$ cat src/rtl/bht_update_queue_if.sv
// Handshake bundle between the EX branch unit, the BHT update queue and the BHT.
// The queue uses the slave view; the producer/consumer environment uses master.
interface bht_update_queue_if #(
  parameter int IDX_W = 7
);
  logic             res_valid;
  logic             res_ready;
  logic [31:0]      res_pc;
  logic             res_taken;
  logic             res_pred_taken;
  logic             upd_en;
  logic             upd_ready;
  logic [IDX_W-1:0] upd_idx;
  logic             upd_taken;

  modport slave (
    input  res_valid, res_pc, res_taken, res_pred_taken, upd_ready,
    output res_ready, upd_en, upd_idx, upd_taken
  );

  modport master (
    output res_valid, res_pc, res_taken, res_pred_taken, upd_ready,
    input  res_ready, upd_en, upd_idx, upd_taken
  );
endinterface

$ cat src/rtl/bht_update_queue.sv
// Buffers resolved branches from EX, tracks the committed GHR and misprediction stats,
// and drains one BHT training record per cycle over a valid/ready handshake.
module bht_update_queue #(
  parameter int DEPTH   = 4,
  parameter int G_DEPTH = 4,
  parameter int IDX_W   = 7
) (
  input  logic                clk,
  input  logic                reset_n,
  bht_update_queue_if.slave   bus,
  output logic [G_DEPTH-1:0]  ghr,
  output logic                mispredict,
  output logic [31:0]         br_cnt,
  output logic [31:0]         mispred_cnt
);

  localparam int              PTR_W      = $clog2(DEPTH);
  localparam logic [PTR_W:0]  C_FULL     = (PTR_W+1)'(DEPTH);
  localparam logic [PTR_W:0]  C_CNT_ONE  = (PTR_W+1)'(1'b1);
  localparam logic [PTR_W-1:0] C_PTR_ONE = PTR_W'(1'b1);

  function automatic logic [31:0] sat_inc(input logic [31:0] v);
    if (v == 32'hFFFF_FFFF) begin
      return v;
    end else begin
      return v + 32'd1;
    end
  endfunction

  logic [IDX_W-1:0]   r_mem_idx   [DEPTH];
  logic               r_mem_taken [DEPTH];
  logic [PTR_W-1:0]   r_wr_ptr;
  logic [PTR_W-1:0]   r_rd_ptr;
  logic [PTR_W:0]     r_count;
  logic [G_DEPTH-1:0] r_ghr;
  logic               r_mispredict;
  logic [31:0]        r_br_cnt;
  logic [31:0]        r_mispred_cnt;

  logic               w_full;
  logic               w_empty;
  logic               w_push;
  logic               w_pop;
  logic [IDX_W-1:0]   w_ghr_ext;
  logic [IDX_W-1:0]   w_wr_idx;
  logic               w_unused_pc;

  assign w_full      = (r_count == C_FULL);
  assign w_empty     = (r_count == {(PTR_W+1){1'b0}});
  assign w_push      = bus.res_valid && !w_full;
  assign w_pop       = !w_empty && bus.upd_ready;
  assign w_wr_idx    = bus.res_pc[IDX_W+1:2] ^ w_ghr_ext;
  assign w_unused_pc = ^{bus.res_pc[31:IDX_W+2], bus.res_pc[1:0]};

  // Zero-extend the pre-update history to index width for the hash
  always_comb begin
    w_ghr_ext                = {IDX_W{1'b0}};
    w_ghr_ext[G_DEPTH-1:0]   = r_ghr;
  end

  // Handshake flags and head-of-queue record; record fields are forced to 0 when empty
  always_comb begin
    bus.res_ready = !w_full;
    bus.upd_en    = !w_empty;
    if (w_empty) begin
      bus.upd_idx   = {IDX_W{1'b0}};
      bus.upd_taken = 1'b0;
    end else begin
      bus.upd_idx   = r_mem_idx[r_rd_ptr];
      bus.upd_taken = r_mem_taken[r_rd_ptr];
    end
  end

  // Queue storage, pointers, occupancy, history and statistics
  always_ff @(posedge clk) begin
    if (!reset_n) begin
      for (int i = 0; i < DEPTH; i++) begin
        r_mem_idx[i]   <= {IDX_W{1'b0}};
        r_mem_taken[i] <= 1'b0;
      end
      r_wr_ptr      <= {PTR_W{1'b0}};
      r_rd_ptr      <= {PTR_W{1'b0}};
      r_count       <= {(PTR_W+1){1'b0}};
      r_ghr         <= {G_DEPTH{1'b0}};
      r_mispredict  <= 1'b0;
      r_br_cnt      <= 32'd0;
      r_mispred_cnt <= 32'd0;
    end else begin
      if (w_push) begin
        r_mem_idx[r_wr_ptr]   <= w_wr_idx;
        r_mem_taken[r_wr_ptr] <= bus.res_taken;
        r_wr_ptr              <= r_wr_ptr + C_PTR_ONE;
        r_ghr                 <= {r_ghr[G_DEPTH-2:0], bus.res_taken};
        r_br_cnt              <= sat_inc(r_br_cnt);
        if (bus.res_taken != bus.res_pred_taken) begin
          r_mispred_cnt <= sat_inc(r_mispred_cnt);
        end else begin
          r_mispred_cnt <= r_mispred_cnt;
        end
      end else begin
        r_wr_ptr      <= r_wr_ptr;
        r_ghr         <= r_ghr;
        r_br_cnt      <= r_br_cnt;
        r_mispred_cnt <= r_mispred_cnt;
      end

      if (w_pop) begin
        r_rd_ptr <= r_rd_ptr + C_PTR_ONE;
      end else begin
        r_rd_ptr <= r_rd_ptr;
      end

      case ({w_push, w_pop})
        2'b10:   r_count <= r_count + C_CNT_ONE;
        2'b01:   r_count <= r_count - C_CNT_ONE;
        default: r_count <= r_count;
      endcase

      r_mispredict <= w_push && (bus.res_taken != bus.res_pred_taken);
    end
  end

  assign ghr         = r_ghr;
  assign mispredict  = r_mispredict;
  assign br_cnt      = r_br_cnt;
  assign mispred_cnt = r_mispred_cnt;

endmodule

$ cat src/flat_wrapper.sv
// flat-port wrapper written by rule: the top's interface ports become plain ports
module bht_update_queue_flat 
#(
  parameter int DEPTH   = 4,
  parameter int G_DEPTH = 4,
  parameter int IDX_W   = 7
)
  (clk, reset_n, ghr, mispredict, br_cnt, mispred_cnt, bus_res_valid, bus_res_pc, bus_res_taken, bus_res_pred_taken, bus_upd_ready, bus_res_ready, bus_upd_en, bus_upd_idx, bus_upd_taken);
  bht_update_queue_if #(.IDX_W(IDX_W)) bus_i ();
  input  logic clk;
  input  logic reset_n;
  output logic [G_DEPTH-1:0] ghr;
  output logic mispredict;
  output logic [31:0] br_cnt;
  output logic [31:0] mispred_cnt;
  input wire logic [$bits(bus_i.res_valid)-1:0] bus_res_valid;
  input wire logic [$bits(bus_i.res_pc)-1:0] bus_res_pc;
  input wire logic [$bits(bus_i.res_taken)-1:0] bus_res_taken;
  input wire logic [$bits(bus_i.res_pred_taken)-1:0] bus_res_pred_taken;
  input wire logic [$bits(bus_i.upd_ready)-1:0] bus_upd_ready;
  output wire logic [$bits(bus_i.res_ready)-1:0] bus_res_ready;
  output wire logic [$bits(bus_i.upd_en)-1:0] bus_upd_en;
  output wire logic [$bits(bus_i.upd_idx)-1:0] bus_upd_idx;
  output wire logic [$bits(bus_i.upd_taken)-1:0] bus_upd_taken;
  assign bus_i.res_valid = bus_res_valid;
  assign bus_i.res_pc = bus_res_pc;
  assign bus_i.res_taken = bus_res_taken;
  assign bus_i.res_pred_taken = bus_res_pred_taken;
  assign bus_i.upd_ready = bus_upd_ready;
  assign bus_res_ready = bus_i.res_ready;
  assign bus_upd_en = bus_i.upd_en;
  assign bus_upd_idx = bus_i.upd_idx;
  assign bus_upd_taken = bus_i.upd_taken;
  bht_update_queue #(.DEPTH(DEPTH), .G_DEPTH(G_DEPTH), .IDX_W(IDX_W)) u_core (.clk(clk), .reset_n(reset_n), .bus(bus_i), .ghr(ghr), .mispredict(mispredict), .br_cnt(br_cnt), .mispred_cnt(mispred_cnt));
endmodule
$ cat config.mk
export PLATFORM = sky130hd
export DESIGN_NAME = bht_update_queue_flat
export DESIGN_NICKNAME = d
export VERILOG_FILES = /design/src/rtl/bht_update_queue_if.sv /design/src/rtl/bht_update_queue.sv /design/src/flat_wrapper.sv
export SDC_FILE = /design/constraint.sdc
export NUM_CORES = 1
export LEC_CHECK = 0
export BUFFER_PORTS_ARGS = -buffer_cell sky130_fd_sc_hd__buf_2
export CORE_MARGIN = 2
export CORE_UTILIZATION = 40
export DETAILED_ROUTE_END_ITERATION = 7
export GPL_ROUTABILITY_DRIVEN = 0
export GPL_TIMING_DRIVEN = 0
export PLACE_DENSITY = 0.62
export SYNTH_ARGS = -nofsm -noshare
export SYNTH_HDL_FRONTEND = slang
export SYNTH_SLANG_ARGS = --single-unit
export TNS_END_PERCENT = 10
$ cat constraint.sdc
create_clock -name clk -period 3.9 [get_ports clk]
set_clock_uncertainty 0.1 [all_clocks]
set_input_delay 0.195 -clock clk [delete_from_list [all_inputs] [get_ports clk]]
set_output_delay 0.195 -clock clk [all_outputs]
set_load 0.02 [all_outputs]
-- Word-level counts from Yosys, hierarchy flattened
Memories as Yosys holds them, arrays and structs flattened. A register that Yosys moved wholly into a read port is not among the register bits.
Index checks and enable logic that the tools add are counted.
- eq/ne operators: 6
- $add $sub $neg: 6
- reduce and logical (&&, ||, !) cells: 11
- bitwise gates (word level): 3
- mux-type cells: 17
- operator list (cell ; count):
    adder 32 x 1 -> 32 bit, second input constant ; 2
    equality test 32 bit, second input constant ; 2
    two-way mux 7 bit ; 2
    two-way mux 2 bit ; 6
    two-way mux 1 bit ; 8
    OR reduction 7 bit ; 1
    bitwise XOR 7 x 4 -> 7 bit ; 1
    one-hot mux 3 bit (2 select lines) ; 1
    adder 2 x 1 -> 2 bit, second input constant ; 2
    adder 3 x 1 -> 3 bit, second input constant ; 1
    equality test 3 bit, second input constant ; 1
    logical AND 1 bit ; 3
    zero test 3 bit ; 1
    AND reduction 3 bit ; 1
    subtractor 3 x 1 -> 3 bit, second input constant ; 1
    equality test 2 x 1 -> 1 bit, second input constant ; 1
    equality test 2 bit, second input constant ; 1
    zero test 1 bit ; 2
    NOT 1 bit ; 2
    AND reduction 2 bit ; 1
    nonzero test 2 bit ; 1
    != test 1 bit ; 1
    OR reduction 1 bit ; 1
- word-level logic and storage cells: 52
- bits in registers: 76
- bits in writable memories: 32
- memories: 2
- output and inout bits: 79
- memory list (name ; depth ; bits a word ; rd ports ; clocked after memory_dff ; write ports ; line ; RTL):
    u_core.r_mem_idx ; 4 ; 7 ; 1 ; 1 ; 4 ; bht_update_queue.sv:30 ; logic [IDX_W-1:0] r_mem_idx [DEPTH];
    u_core.r_mem_taken ; 4 ; 1 ; 1 ; 1 ; 4 ; bht_update_queue.sv:31 ; logic r_mem_taken [DEPTH];

-- Depth between registers and ports, before layout
- depth after elaboration: 8
- mapped depth: 12
- gate-level depth less buffers: 9

-- Least setup slack after synthesis
OpenSTA, ideal clock, no wires.
- path kind: register to register
- start point: register u_core.r_count[0]
- end point: register u_core.r_count[2]
- setup time: 70 ps
- path buffers: 3
- cell stages (with the launch flop): 13
- slack: 1087 ps
- data arrival time: 2643 ps
- cell sequence: dfxtp_1 > or3b_1 > buf_6 > and2_1 > buf_4 > inv_1 > buf_2 > ha_1 > inv_1 > fa_1 > xor2_1 > or3_1 > a21oi_1
- word-level cells in the longest chain between the ends: 5
- ends and longest elaborated chain (element ; line ; RTL):
    start, declared ; bht_update_queue.sv:34 ; logic [PTR_W:0] r_count;
    start signal, assigned ; bht_update_queue.sv:83 ; r_count <= {(PTR_W+1){1'b0}};
    start signal, assigned ; bht_update_queue.sv:114 ; 2'b10: r_count <= r_count + C_CNT_ONE;
    start signal, assigned ; bht_update_queue.sv:115 ; 2'b01: r_count <= r_count - C_CNT_ONE;
    equality test 3 bit * ; bht_update_queue.sv:48 ; assign w_full = (r_count == C_FULL);
    zero test 1 bit * ; -- ;
    net bus_res_ready ; flat_wrapper.sv:21 ; output wire logic [$bits(bus_i.res_ready)-1:0] bus_res_ready;
    logical AND 1 bit * ; bht_update_queue.sv:50 ; assign w_push = bus.res_valid && !w_full;
    equality test 2 x 1 -> 1 bit or equality test 2 bit (tied branches) ; bht_update_queue.sv:113 ; case ({w_push, w_pop})
    one-hot mux 3 bit (2 select lines) or nonzero test 2 bit (tied branches) ; -- ;
The timed path passes the listed nets; every way through them passes the cells marked *.
A chain may end at the register's enable or synchronous reset.

-- Final worst setup path
- start point: register u_core.r_count[0]
- end point: register u_core.r_count[2]
- word-level cells in the longest chain between the ends: 5
- ends and longest elaborated chain (element ; line):
    equality test 3 bit or zero test 3 bit (tied branches) ; bht_update_queue.sv:48, bht_update_queue.sv:49
    zero test 1 bit (on tied branches) ; bht_update_queue.sv:50, bht_update_queue.sv:51
    logical AND 1 bit (on tied branches) ; bht_update_queue.sv:50, bht_update_queue.sv:51
    equality test 2 x 1 -> 1 bit or equality test 2 bit (tied branches) ; bht_update_queue.sv:113
    one-hot mux 3 bit (2 select lines) or nonzero test 2 bit (tied branches) ; --
Parallel ways exist; a longest one is shown, timed or not.

==> summary.md <==
| Metric | Value |
|---|---|
| First-pass GRT wire length | roughly 24000 um |
| Logic pwr share | 0.199 |
| Synth warn | 0 |
| Async set-reset flop share out of synthesis | 0 |
| Fillers | between 1000 and 1500 |
| Cell area after synthesis | 0.00553 sq mm |
| Fin util | 0.485 |
| Hold crit path type | in2reg |
| Worst-path clk slew | about 0.07 ns |
| Distinct cells, synth | 60 |
| Seq pwr share | 0.475 |
| DP Cell Count | approximately 850 |
| Pwr Total | roughly 2.7 mW |
| Mapped Cells | between 500 and 600 |
| GRT Overall Usage | 0.209 |
| Most frequent cells in the layout | buf_2, dfxtp_1, nand2_1, nor2_1, a21oi_1 |
| Place WS | ~0.72 ns |
| Skew-Pair Late Insertion Delay | between 0.3 and 0.4 ns |
| Pwr Density | ~420 mW/mm^2 |
| Synth top area cells | dfxtp_1, edfxtp_1, a21oi_1 |
| # hold bufs at CTS | 0 |
| Post-synth EDFFs | 29 |
| Synth Register Bits | 110 |
| Core area | between 0.01 and 0.015 sq mm |
| Switching power of the nets | 0.803 mW |
| Htree depth | 3 |
| Worst EP arrival | ~3.4 ns |
| Outcome | completed |
| Number of buffers added on ports | 90 |
| Sequential Area | approximately 0.0025 sq mm |
| Die Y | about 120 um |
| Fin. max-slew vios | 0 |
| P_int | about 1.9 mW |
| Slew headroom | 0.215 |
| Antenna diode count | 0 |
| Top FF cell, synth | dfxtp_1 |
| CTS Buf Count | 9 |
| MaxCap Viol Count | 0 |
| Fin. Hold Viols | 0 |
| Setup Buffers After CTS | 0 |
| Total number of vias | slightly below 5000 |
| IO Pins | around 120 |
| Setup tns final | 0 ns |
| NumNets Final | just over 700 |
| Die area | ~0.015 sq mm |
| Largest net degree at the start of global routing | 18 |
| Peak VDD IR | a little under 200 uV |
| Layout area overhead | 17.2% |
| Vias/cell | roughly 5.6 |
| Initial DRT Pass Iterations | 5 |
| Vias in the first global route | 4794 |
| Synth top area share | 0.293 |
| Initial Util | 0.414 |
| Final worst setup slack | 0.734 ns |
| DR iter-0 viols | 355 |
| Final min period | around 3.2 ns |
| Post-cts sizing count | 0 |
| Most common cell after layout, fill and taps aside | buf_2 |
| Clk sinks | 110 |
| WL/cell | ~17 um |
| DRC viols | 0 |
| Type of element capturing the critical path | register |
| Required time worst endpoint | about 4.1 ns |
| Row Count | 42 |
| Crit path kind | reg2reg |
| Reg-to-reg setup timing slack | 0.73 ns |
| CTS Root Cell | clkbuf_16 |
| Slew @ Worst Pin | around 1.2 ns |
| Crit-path max FO | 10 |
| Seq/Total Area, Yosys | 0.451 |
| Unrepaired setup endpoints after global routing | false |
| Final Setup Violations | 0 |
| Total length of routed wires | about 15000 um |
| CP startpoint kind | register |
| Cell Count, Final, Fillers Out | around 860 |
| Period utilisation layout | 0.812 |
| Die Wd | roughly 120 um |
| Layout cell share with drive strength beyond 1 | 0.210 |
| Clk pwr share | 0.326 |
| Syn_nets | between 600 and 700 |
| CTS tree | done |
| Antenna violations before repair | 0 |
| CTS Buffer Depth | 2 |
| Leakage power | around 2.5 nW |
| Syn Area/Cell | between 9 and 10 sq um |
| Most area-hungry cell type in the Yosys netlist | dfxtp_1 |
| Switching share of power | 0.296 |
| Area of the multi-input gates | between 0.002 and 0.003 sq mm |
| Post-DP HPWL | 10700 um |
| Global route overflow | 0 |
| Fmax | between 300 and 400 MHz |
| Antenna viol nets, final | 0 |
## worst max-delay path: stages (launching register included)
cell and delay (ns):
dfxtp_1 0.34, or3b_1 0.40, buf_6 0.16, and2_1 0.19
buf_4 0.19, inv_1 0.15, buf_2 0.28, ha_1 0.24
inv_1 0.07, fa_1 0.38, xor2_1 0.16, or3_1 0.31
a21oi_1 0.14
## cell usage after synthesis, types with 4 or more instances
library cell  instances
nor2_1               49
nor3_1                6
or4_1                16
nand2b_1             16
clkbuf_1             16
xnor2_1              17
nand3_1              28
and3_1                7
o21ai_0              22
buf_2                 4
inv_1                18
o31ai_1              16
and4_1                9
a211oi_1              4
nor4_1               14
and2_1               20
dfxtp_1              81
a21oi_1              39
mux4_2                8
mux2i_1              12
xor2_1                4
nand4_1              21
edfxtp_1             29
or3_1                19
nand2_1              51
## sequential cells by signal (all words and copies together), names as in the netlist, named ones only
register / flops
u_core.r_mem_idx: 28
u_core.r_mem_taken: 4
u_core.r_count: 3
u_core.mispredict: 1
u_core.ghr: 4
u_core.r_wr_ptr: 2
u_core.mispred_cnt: 32
u_core.br_cnt: 32
u_core.r_rd_ptr: 2
## per-layer routing
metal / track usage / vias to the layer above / part of all wire / wire length (um)
met4: 0.0833 / 0 / 0.022 / 326
met5: 0 / - / 0 / 0
met2: 0.360 / 122 / 0.48 / 7160
li1: - / 2347 / - / -
met3: 0.0234 / 22 / 0.042 / 621
met1: 0.268 / 2370 / 0.45 / 6670
## power by group through the flow
| stage | Combinational [mW] | Clock, mW | Sequential, mW |
|---|---|---|---|
| floorplan | 0.376 | 0 | 1.31 |
| global placement | 0.532 | 0 | 1.31 |
| detailed placement | 0.545 | 0 | 1.31 |
| CTS | 0.547 | 0.907 | 1.29 |
| global route | 0.602 | 0.952 | 1.30 |
| finish | 0.539 | 0.883 | 1.29 |
## through the flow
step	instance area [sq um]	hold slack, ns
final	6470	0.0424
after global placement	6200	0.336
after CTS	6470	0.0385
after global routing	6470	0.0548
after floorplan	5530	0.204
after detailed placement	6200	0.356
## final timing paths
kind / start / end / cells after the start
worst max-delay path: u_core.r_count[0] / u_core.r_count[2] / 12
worst min-delay path: bus_res_pc[8] / u_core.r_mem_idx[0][6] / 2
worst max register to register: u_core.r_count[0] / u_core.r_count[2] / 12
worst min register to register: u_core.r_mem_taken[2] / u_core.r_mem_taken[2] / 2
## area by class of cell
cell class | count | share of cell area
buffer | 26 | 0.0205
inverter | 18 | 0.0104
clock buffer | 11 | 0.0375
clock inverter | 5 | 0.00541
sequential | 110 | 0.385
timing repair buffer | 90 | 0.0696
tap | 176 | 0.0340
multi-input combinational | 425 | 0.438
## cells by family (layout without fill, tap and decap cells)
family,count (synthesis),in the layout,share of synthesized area
adders and majority gates,4,4,0.0104
buffers and inverters,44,150,0.0362
AOI/OAI and AO/OA,100,100,0.115
muxes,20,20,0.0543
xor gates and xnor gates,22,22,0.0362
and+or+nand+nor,279,279,0.296
DFF,110,110,0.451
(Power assumes the default switching activity.)
